`config.mk`:
```
export PLATFORM = sky130hd
export DESIGN_NAME = apb_regfile
export DESIGN_NICKNAME = d
export VERILOG_FILES = /design/src/rtl/apb_regfile.sv
export SDC_FILE = /design/constraint.sdc
export NUM_CORES = 1
export LEC_CHECK = 0
export BUFFER_PORTS_ARGS = -buffer_cell sky130_fd_sc_hd__buf_2
export CAP_MARGIN = 15
export CORE_UTILIZATION = 45
export DETAILED_ROUTE_END_ITERATION = 16
export MAX_ROUTING_LAYER = met4
export PLACE_DENSITY = 0.77
export RECOVER_POWER = 50
export SYNTH_ARGS = -nofsm -noshare
export SYNTH_HDL_FRONTEND = slang
export SYNTH_SLANG_ARGS = --single-unit
```
`constraint.sdc`:
```
create_clock -name PCLK -period 1.8 [get_ports PCLK]
set_input_delay 0.36 -clock PCLK [delete_from_list [all_inputs] [get_ports PCLK]]
set_output_delay 0.36 -clock PCLK [all_outputs]
set_load 0.02 [all_outputs]
```
`src/rtl/apb_regfile.sv`:
```
// apb_regfile: APB3 slave register file.
// REGWN read/write control registers sit at addresses 0..REGWN-1 and drive
// fabric logic directly. REGRN read-only status registers sit at
// REGR_ADDR_OFFSET.. and return the live regr_d slice. A successful status
// read emits a one-cycle regr_rd pulse for downstream clear-on-read logic.
// Every access phase is stretched by WAIT_STATES PREADY-low cycles.
// PRDATA, PREADY and PSLVERR are combinational so that a zero-wait transfer
// completes in its first access cycle. All three are forced low while
// PRESET is high.
module apb_regfile #(
  parameter int AWIDTH           = 4,
  parameter int DWIDTH           = 8,
  parameter int REGWN            = 5,
  parameter int REGRN            = 3,
  parameter int REGR_ADDR_OFFSET = 5,
  parameter int WAIT_STATES      = 0
) (
  input  logic                    PCLK,
  input  logic                    PRESET,
  input  logic                    PSEL,
  input  logic                    PENABLE,
  input  logic                    PWRITE,
  input  logic [AWIDTH-1:0]       PADDR,
  input  logic [DWIDTH-1:0]       PWDATA,
  output logic [DWIDTH-1:0]       PRDATA,
  output logic                    PREADY,
  output logic                    PSLVERR,
  output logic [REGWN*DWIDTH-1:0] regw_q,
  output logic [REGWN-1:0]        regw_wr,
  input  logic [REGRN*DWIDTH-1:0] regr_d,
  output logic [REGRN-1:0]        regr_rd
);

  // Wait-state counter; 4 bits covers the full 0..15 WAIT_STATES range.
  logic [3:0]              cnt_r;

  // Transfer phase qualifiers.
  logic                    access_s;
  logic                    ready_s;
  logic                    done_s;

  // Address decode.
  logic [31:0]             addr_ext_s;
  logic [REGWN-1:0]        rw_sel_s;
  logic [REGRN-1:0]        ro_sel_s;
  logic                    rw_hit_s;
  logic                    ro_hit_s;
  logic                    unmapped_s;

  // Transfer outcome.
  logic                    err_s;
  logic                    wr_en_s;
  logic                    rd_ro_s;
  logic [DWIDTH-1:0]       rdata_s;

  // Register state.
  logic [REGWN*DWIDTH-1:0] regw_q_r;
  logic [REGWN-1:0]        regw_wr_r;
  logic [REGRN-1:0]        regr_rd_r;

  // Phase qualifiers; PRESET masks everything so the bus outputs fall
  // immediately on reset, without waiting for a clock edge.
  always_comb begin
    access_s = PSEL & PENABLE & ~PRESET;
    ready_s  = access_s & (cnt_r == 4'(WAIT_STATES));
    done_s   = ready_s;
  end

  // Wait counter: count PREADY-low access cycles, restart on completion or deselect.
  always_ff @(posedge PCLK or posedge PRESET) begin
    if (PRESET) begin
      cnt_r <= 4'd0;
    end else if (!PSEL || done_s) begin
      cnt_r <= 4'd0;
    end else if (access_s) begin
      cnt_r <= cnt_r + 4'd1;
    end
  end

  // One-hot address decode for the RW block and the RO block.
  always_comb begin
    addr_ext_s = 32'(PADDR);
    rw_sel_s   = {REGWN{1'b0}};
    ro_sel_s   = {REGRN{1'b0}};
    for (int i = 0; i < REGWN; i++) begin
      rw_sel_s[i] = (addr_ext_s == 32'(i));
    end
    for (int j = 0; j < REGRN; j++) begin
      ro_sel_s[j] = (addr_ext_s == 32'(REGR_ADDR_OFFSET + j));
    end
    rw_hit_s   = |rw_sel_s;
    ro_hit_s   = |ro_sel_s;
    unmapped_s = ~(rw_hit_s | ro_hit_s);
  end

  // Outcome of the completing transfer: error, RW write, or RO read.
  always_comb begin
    err_s   = done_s & (unmapped_s | (PWRITE & ro_hit_s));
    wr_en_s = done_s & PWRITE & rw_hit_s;
    rd_ro_s = done_s & ~PWRITE & ro_hit_s;
  end

  // Read mux: OR of the selected slices; an unmapped address selects nothing.
  always_comb begin
    rdata_s = {DWIDTH{1'b0}};
    for (int i = 0; i < REGWN; i++) begin
      rdata_s = rdata_s | ({DWIDTH{rw_sel_s[i]}} & regw_q_r[i*DWIDTH +: DWIDTH]);
    end
    for (int j = 0; j < REGRN; j++) begin
      rdata_s = rdata_s | ({DWIDTH{ro_sel_s[j]}} & regr_d[j*DWIDTH +: DWIDTH]);
    end
  end

  // Control registers: load PWDATA into the addressed register on a good write.
  always_ff @(posedge PCLK or posedge PRESET) begin
    if (PRESET) begin
      regw_q_r <= {(REGWN*DWIDTH){1'b0}};
    end else begin
      for (int i = 0; i < REGWN; i++) begin
        if (wr_en_s && rw_sel_s[i]) begin
          regw_q_r[i*DWIDTH +: DWIDTH] <= PWDATA;
        end
      end
    end
  end

  // Write strobes, aligned with the cycle in which the new value is visible.
  always_ff @(posedge PCLK or posedge PRESET) begin
    if (PRESET) begin
      regw_wr_r <= {REGWN{1'b0}};
    end else begin
      regw_wr_r <= wr_en_s ? rw_sel_s : {REGWN{1'b0}};
    end
  end

  // Status read strobes, one cycle after a successful RO read completes.
  always_ff @(posedge PCLK or posedge PRESET) begin
    if (PRESET) begin
      regr_rd_r <= {REGRN{1'b0}};
    end else begin
      regr_rd_r <= rd_ro_s ? ro_sel_s : {REGRN{1'b0}};
    end
  end

  // Bus and fabric outputs. PRDATA is driven only on a completing read.
  always_comb begin
    PREADY  = ready_s;
    PSLVERR = err_s;
    PRDATA  = (done_s & ~PWRITE) ? rdata_s : {DWIDTH{1'b0}};
    regw_q  = regw_q_r;
    regw_wr = regw_wr_r;
    regr_rd = regr_rd_r;
  end

endmodule

```
==> results_tabular.tex <==
\begin{tabular}{lr}
\hline
Metric & Value \\
\hline
\multicolumn{2}{l}{\textbf{Power}} \\
\quad Share of total power in combinational logic & 0.232 \\
\quad Switching portion of total power & 0.299 \\
\quad Share of total power in the clock network & 0.260 \\
\quad Total Power & 2.55 mW \\
\quad Worst-case vdd ir drop & 0.453 mV \\
\quad Leakage Power & 2.07 nW \\
\quad Power Dens Cells & 657 nW/um\^{}2 \\
\quad Switching power & around 0.76 mW \\
\quad Internal portion of total power & roughly 1.8 mW \\
\quad Portion of total power attributed to sequential cells & 0.509 \\
\multicolumn{2}{l}{\textbf{Job}} \\
\quad Count of max-cap constraint violations & 0 \\
\multicolumn{2}{l}{\textbf{Global routing}} \\
\quad Vias in the first global route & 2222 \\
\quad Wire length of the first global-routing pass & 11200 um \\
\quad GR Overflow Total & 0 \\
\quad Number of antenna violations at the first check in global routing & 0 \\
\quad Maximum number of pins on one net before global-route repair & 23 \\
\quad All-Layer GR Usage & 0.239 \\
\multicolumn{2}{l}{\textbf{Clock tree}} \\
\quad Clock transition at the register clock pins on the worst setup and hold paths after CTS & 0.09 ns \\
\quad Sinks on the clock net & 52 \\
\quad Root Buffer & sky130\_fd\_sc\_hd\_\_clkbuf\_8 \\
\quad Max Buffers Root-to-Sink & 2 \\
\quad Later-pin clock latency in the skew report & 0.30 ns \\
\quad Total CTS buffers & 5 \\
\quad H-Tree Depth & 2 \\
\quad TritonCTS clock tree & yes \\
\multicolumn{2}{l}{\textbf{Timing}} \\
\quad Final cycle utilization of the critical path & 1.17 \\
\quad Final hold slack & 0.218 ns \\
\quad Final slew viol count & 0 \\
\quad Worst Slack Setup Final & -0.305 ns \\
\quad Max-slew headroom & 0.419 \\
\quad Number of hold violations in the final report & 0 \\
\quad RSZ-0062 raised after global routing & yes \\
\quad Actual slew at the worst max-slew pin & 0.870 ns \\
\quad Clock Skews & 0.00720 ns \\
\quad Setup tns final & -3.84 ns \\
\quad Shortest period the worst path allows & 2.10 ns \\
\quad Setup violators final & 39 \\
\quad Peak Freq & 475 MHz \\
\multicolumn{2}{l}{\textbf{Route}} \\
\quad Via total after detailed routing & 2347 \\
\quad Final routed wirelength across all metal layers & approximately 7600 um \\
\quad Routed wirelength normalized by instance count & 17.6 um \\
\quad Number of nets with antenna violations after routing & 0 \\
\quad Number of violations reported at the end of detailed-routing iteration 0 & between 100 and 150 \\
\quad Count of TritonRoute iterations in the first routing pass & 6 \\
\quad Post-route DRC & 0 \\
\quad Via density per instance & 5.47 \\
\multicolumn{2}{l}{\textbf{Yosys}} \\
\quad Number of synthesized flops with an enable pin & 0 \\
\quad Syn\_nets & 266 \\
\quad Fraction of registers with async set/reset & 1.00 \\
\quad Total of warnings raised by yosys & 0 \\
\quad Sequential cell area fraction in the yosys report & 0.478 \\
\quad Distinct cells, synth & 48 \\
\quad Synthesized area per cell & roughly 12 um\^{}2 \\
\quad Synthesized instance count & 223 \\
\quad Flip-flop cell with the highest count after synthesis & sky130\_fd\_sc\_hd\_\_dfrtp\_1 \\
\quad Synth Register Bits & between 50 and 60 \\
\quad Cell Area, Synth & around 2700 um\^{}2 \\
\multicolumn{2}{l}{\textbf{Setup path}} \\
\quad Critical Path Sink Type & output pin \\
\quad End of the worst register-to-register path & regw\_q[8] \\
\quad Data required time of the critical path & around 1.4 ns \\
\quad Worst Setup Start Kind & flip-flop \\
\quad Reg-to-reg setup timing slack & -0.08 ns \\
\quad Critical path endpoint & PRDATA[0] \\
\quad Launch point of the worst path & cnt\_r[1] \\
\quad Worst Path Class, Setup & flip-flop to output pin \\
\quad Maximum fanout along the worst path & 6 \\
\quad Length in cells of the worst reg-to-reg path & 9 \\
\quad Reg-to-Reg Start & cnt\_r[1] \\
\quad Crit path DAT & 1.74 ns \\
\multicolumn{2}{l}{\textbf{Placement}} \\
\quad Port Buffer Count & 98 \\
\quad Final RePlAce weighted congestion & 0.827 \\
\quad Setup slack after placement & -0.165 ns \\
\quad Cell count after placement & 409 \\
\quad HPWL after detailed placement & 5180 um \\
\quad Instance area at placement & 3520 um\^{}2 \\
\multicolumn{2}{l}{\textbf{Die}} \\
\quad I/O pins & 99 \\
\quad Area of the core region & 5680 um\^{}2 \\
\quad Rows & 27 \\
\quad Die extent in y & 79.8 um \\
\quad Die area & 6370 um\^{}2 \\
\quad Die Span X & 79.8 um \\
\quad Initial Util & 0.480 \\
\multicolumn{2}{l}{\textbf{Run status}} \\
\quad Run status & finished with violations \\
\quad Violated checks & negative setup slack \\
\multicolumn{2}{l}{\textbf{Cells and area}} \\
\quad Sequential Area & 1300 um\^{}2 \\
\quad Final cell count without fillers & 429 \\
\quad Area of combinational cells with multiple inputs & 1500 um\^{}2 \\
\quad Fill count & 440 \\
\quad Growth of design area from synthesis to finish & 42.6\% \\
\quad Share of layout cells above drive strength 1 & 0.549 \\
\quad Area of all placed cells without fillers & 3880 um\^{}2 \\
\quad Count of antenna diodes in the layout & 0 \\
\quad Layout Nets & between 300 and 400 \\
\quad Final core occ & 0.684 \\
\multicolumn{2}{l}{\textbf{Worst hold path}} \\
\quad Type of the most critical hold path & input pin to async pin \\
\hline
\end{tabular}
[registers in the layout (all words and copies together) (netlist names)]
name and cells:
regw_q 40, cnt_r 4, regw_wr 5, regr_rd 3
[power by group through the flow]
stage / sequential [mW] / combinational (mW) / clock (mW)
after global placement: 1.31 / 0.528 / 0
after detailed placement: 1.32 / 0.537 / 0
final: 1.30 / 0.591 / 0.662
after CTS: 1.29 / 0.548 / 0.685
after global routing: 1.31 / 0.634 / 0.722
after floorplan: 1.39 / 0.234 / 0
[cells by family (layout without fill, tap and decap cells)]
family                   count (synthesis)  after routing  synth area share
adder cells (fa/ha/maj)                  2              2           0.00919
buffers and inverters                   19            151            0.0358
AND/OR/NAND/NOR                         50             52             0.130
flip-flops                              52             52             0.478
AO/OA/AOI/OAI                           32             32            0.0795
XOR/XNOR                                 3              3           0.00965
multiplexers                            65             65             0.258
[routing by layer]
| layer | up-vias | wire, um | share of wire | GRT usage |
|---|---|---|---|---|
| met3 | 6 | 467 | 0.062 | 0.0400 |
| met2 | 93 | 3690 | 0.49 | 0.393 |
| met4 | 0 | 49 | 0.0065 | 0.0429 |
| met1 | 1161 | 3350 | 0.44 | 0.315 |
| li1 | 1087 | - | - | - |
| met5 | - | 0 | 0 | - |
[placed cells by master (no fill, tap or decap), drive strengths merged, types with 2 or more instances in the layout]
cell,count
o21a,5
nand3b,2
nand4,6
and3,2
dfrtp,52
nor3b,2
xor2,2
a211oi,3
nor2,6
mux2,42
and2b,2
inv,6
clkinv,2
nand2,12
nor2b,3
o211ai,3
nand3,6
o21ai,5
clkbuf,17
ha,2
nand2b,2
a22o,2
mux2i,23
buf,125
o22ai,10
[worst max-delay path, stage by stage, from the launching register on]
cell and delay (ns):
sky130_fd_sc_hd__dfrtp_1 0.40, sky130_fd_sc_hd__inv_2 0.08, sky130_fd_sc_hd__ha_4 0.11, sky130_fd_sc_hd__and4bb_1 0.19
sky130_fd_sc_hd__nand2_2 0.09, sky130_fd_sc_hd__nor2_1 0.12, sky130_fd_sc_hd__buf_4 0.17, sky130_fd_sc_hd__o21a_1 0.16
sky130_fd_sc_hd__buf_6 0.12
[worst min path at each step]
stage            from          to  slack [ns]
2_1_floorplan    PSEL    cnt_r[1]        0.49
3_3_place_gp   PRESET    cnt_r[1]        0.40
3_5_place_dp   PRESET    cnt_r[1]        0.41
4_1_cts        PRESET    cnt_r[1]        0.08
5_1_grt        PRESET    cnt_r[1]        0.30
6_report       PRESET  regr_rd[1]        0.22
[what timing repair did]
action | in CTS | in global routing
hold buffers | 0 | 0
setup buffers | 2 | 9
gates resized for setup | 23 | 32
gates cloned | 0 | 2
pin swaps | 4 | 3
setup endpoints to repair | 26 | 50
[cell usage after synthesis, types with 3 or more instances]
| cell type | count | area (um^2) |
|---|---|---|
| sky130_fd_sc_hd__a211oi_1 | 3 | 22.5 |
| sky130_fd_sc_hd__mux2i_1 | 23 | 230 |
| sky130_fd_sc_hd__dfrtp_1 | 52 | 1300 |
| sky130_fd_sc_hd__o21a_1 | 5 | 37.5 |
| sky130_fd_sc_hd__nand4_4 | 3 | 63.8 |
| sky130_fd_sc_hd__nor2b_1 | 3 | 18.8 |
| sky130_fd_sc_hd__nand2_1 | 11 | 41.3 |
| sky130_fd_sc_hd__clkbuf_1 | 3 | 11.3 |
| sky130_fd_sc_hd__inv_1 | 6 | 22.5 |
| sky130_fd_sc_hd__nor2_1 | 5 | 18.8 |
| sky130_fd_sc_hd__buf_4 | 4 | 30.0 |
| sky130_fd_sc_hd__buf_2 | 5 | 25.0 |
| sky130_fd_sc_hd__o22ai_1 | 10 | 62.6 |
| sky130_fd_sc_hd__o211ai_1 | 3 | 22.5 |
| sky130_fd_sc_hd__nand3_1 | 4 | 20.0 |
| sky130_fd_sc_hd__mux2_2 | 40 | 450 |
| sky130_fd_sc_hd__o21ai_0 | 5 | 25.0 |
[layout make-up]
| cell class | count | area share |
|---|---|---|
| Timing Repair Buffer | 136 | 0.224 |
| Sequential cell | 52 | 0.335 |
| Tap cell | 72 | 0.0232 |
| Inverter | 7 | 0.00805 |
| Multi-Input combinational cell | 154 | 0.387 |
| Clock buffer | 6 | 0.0187 |
| Clock inverter | 2 | 0.00419 |
No activity file was read; power rests on OpenSTA's default activity.
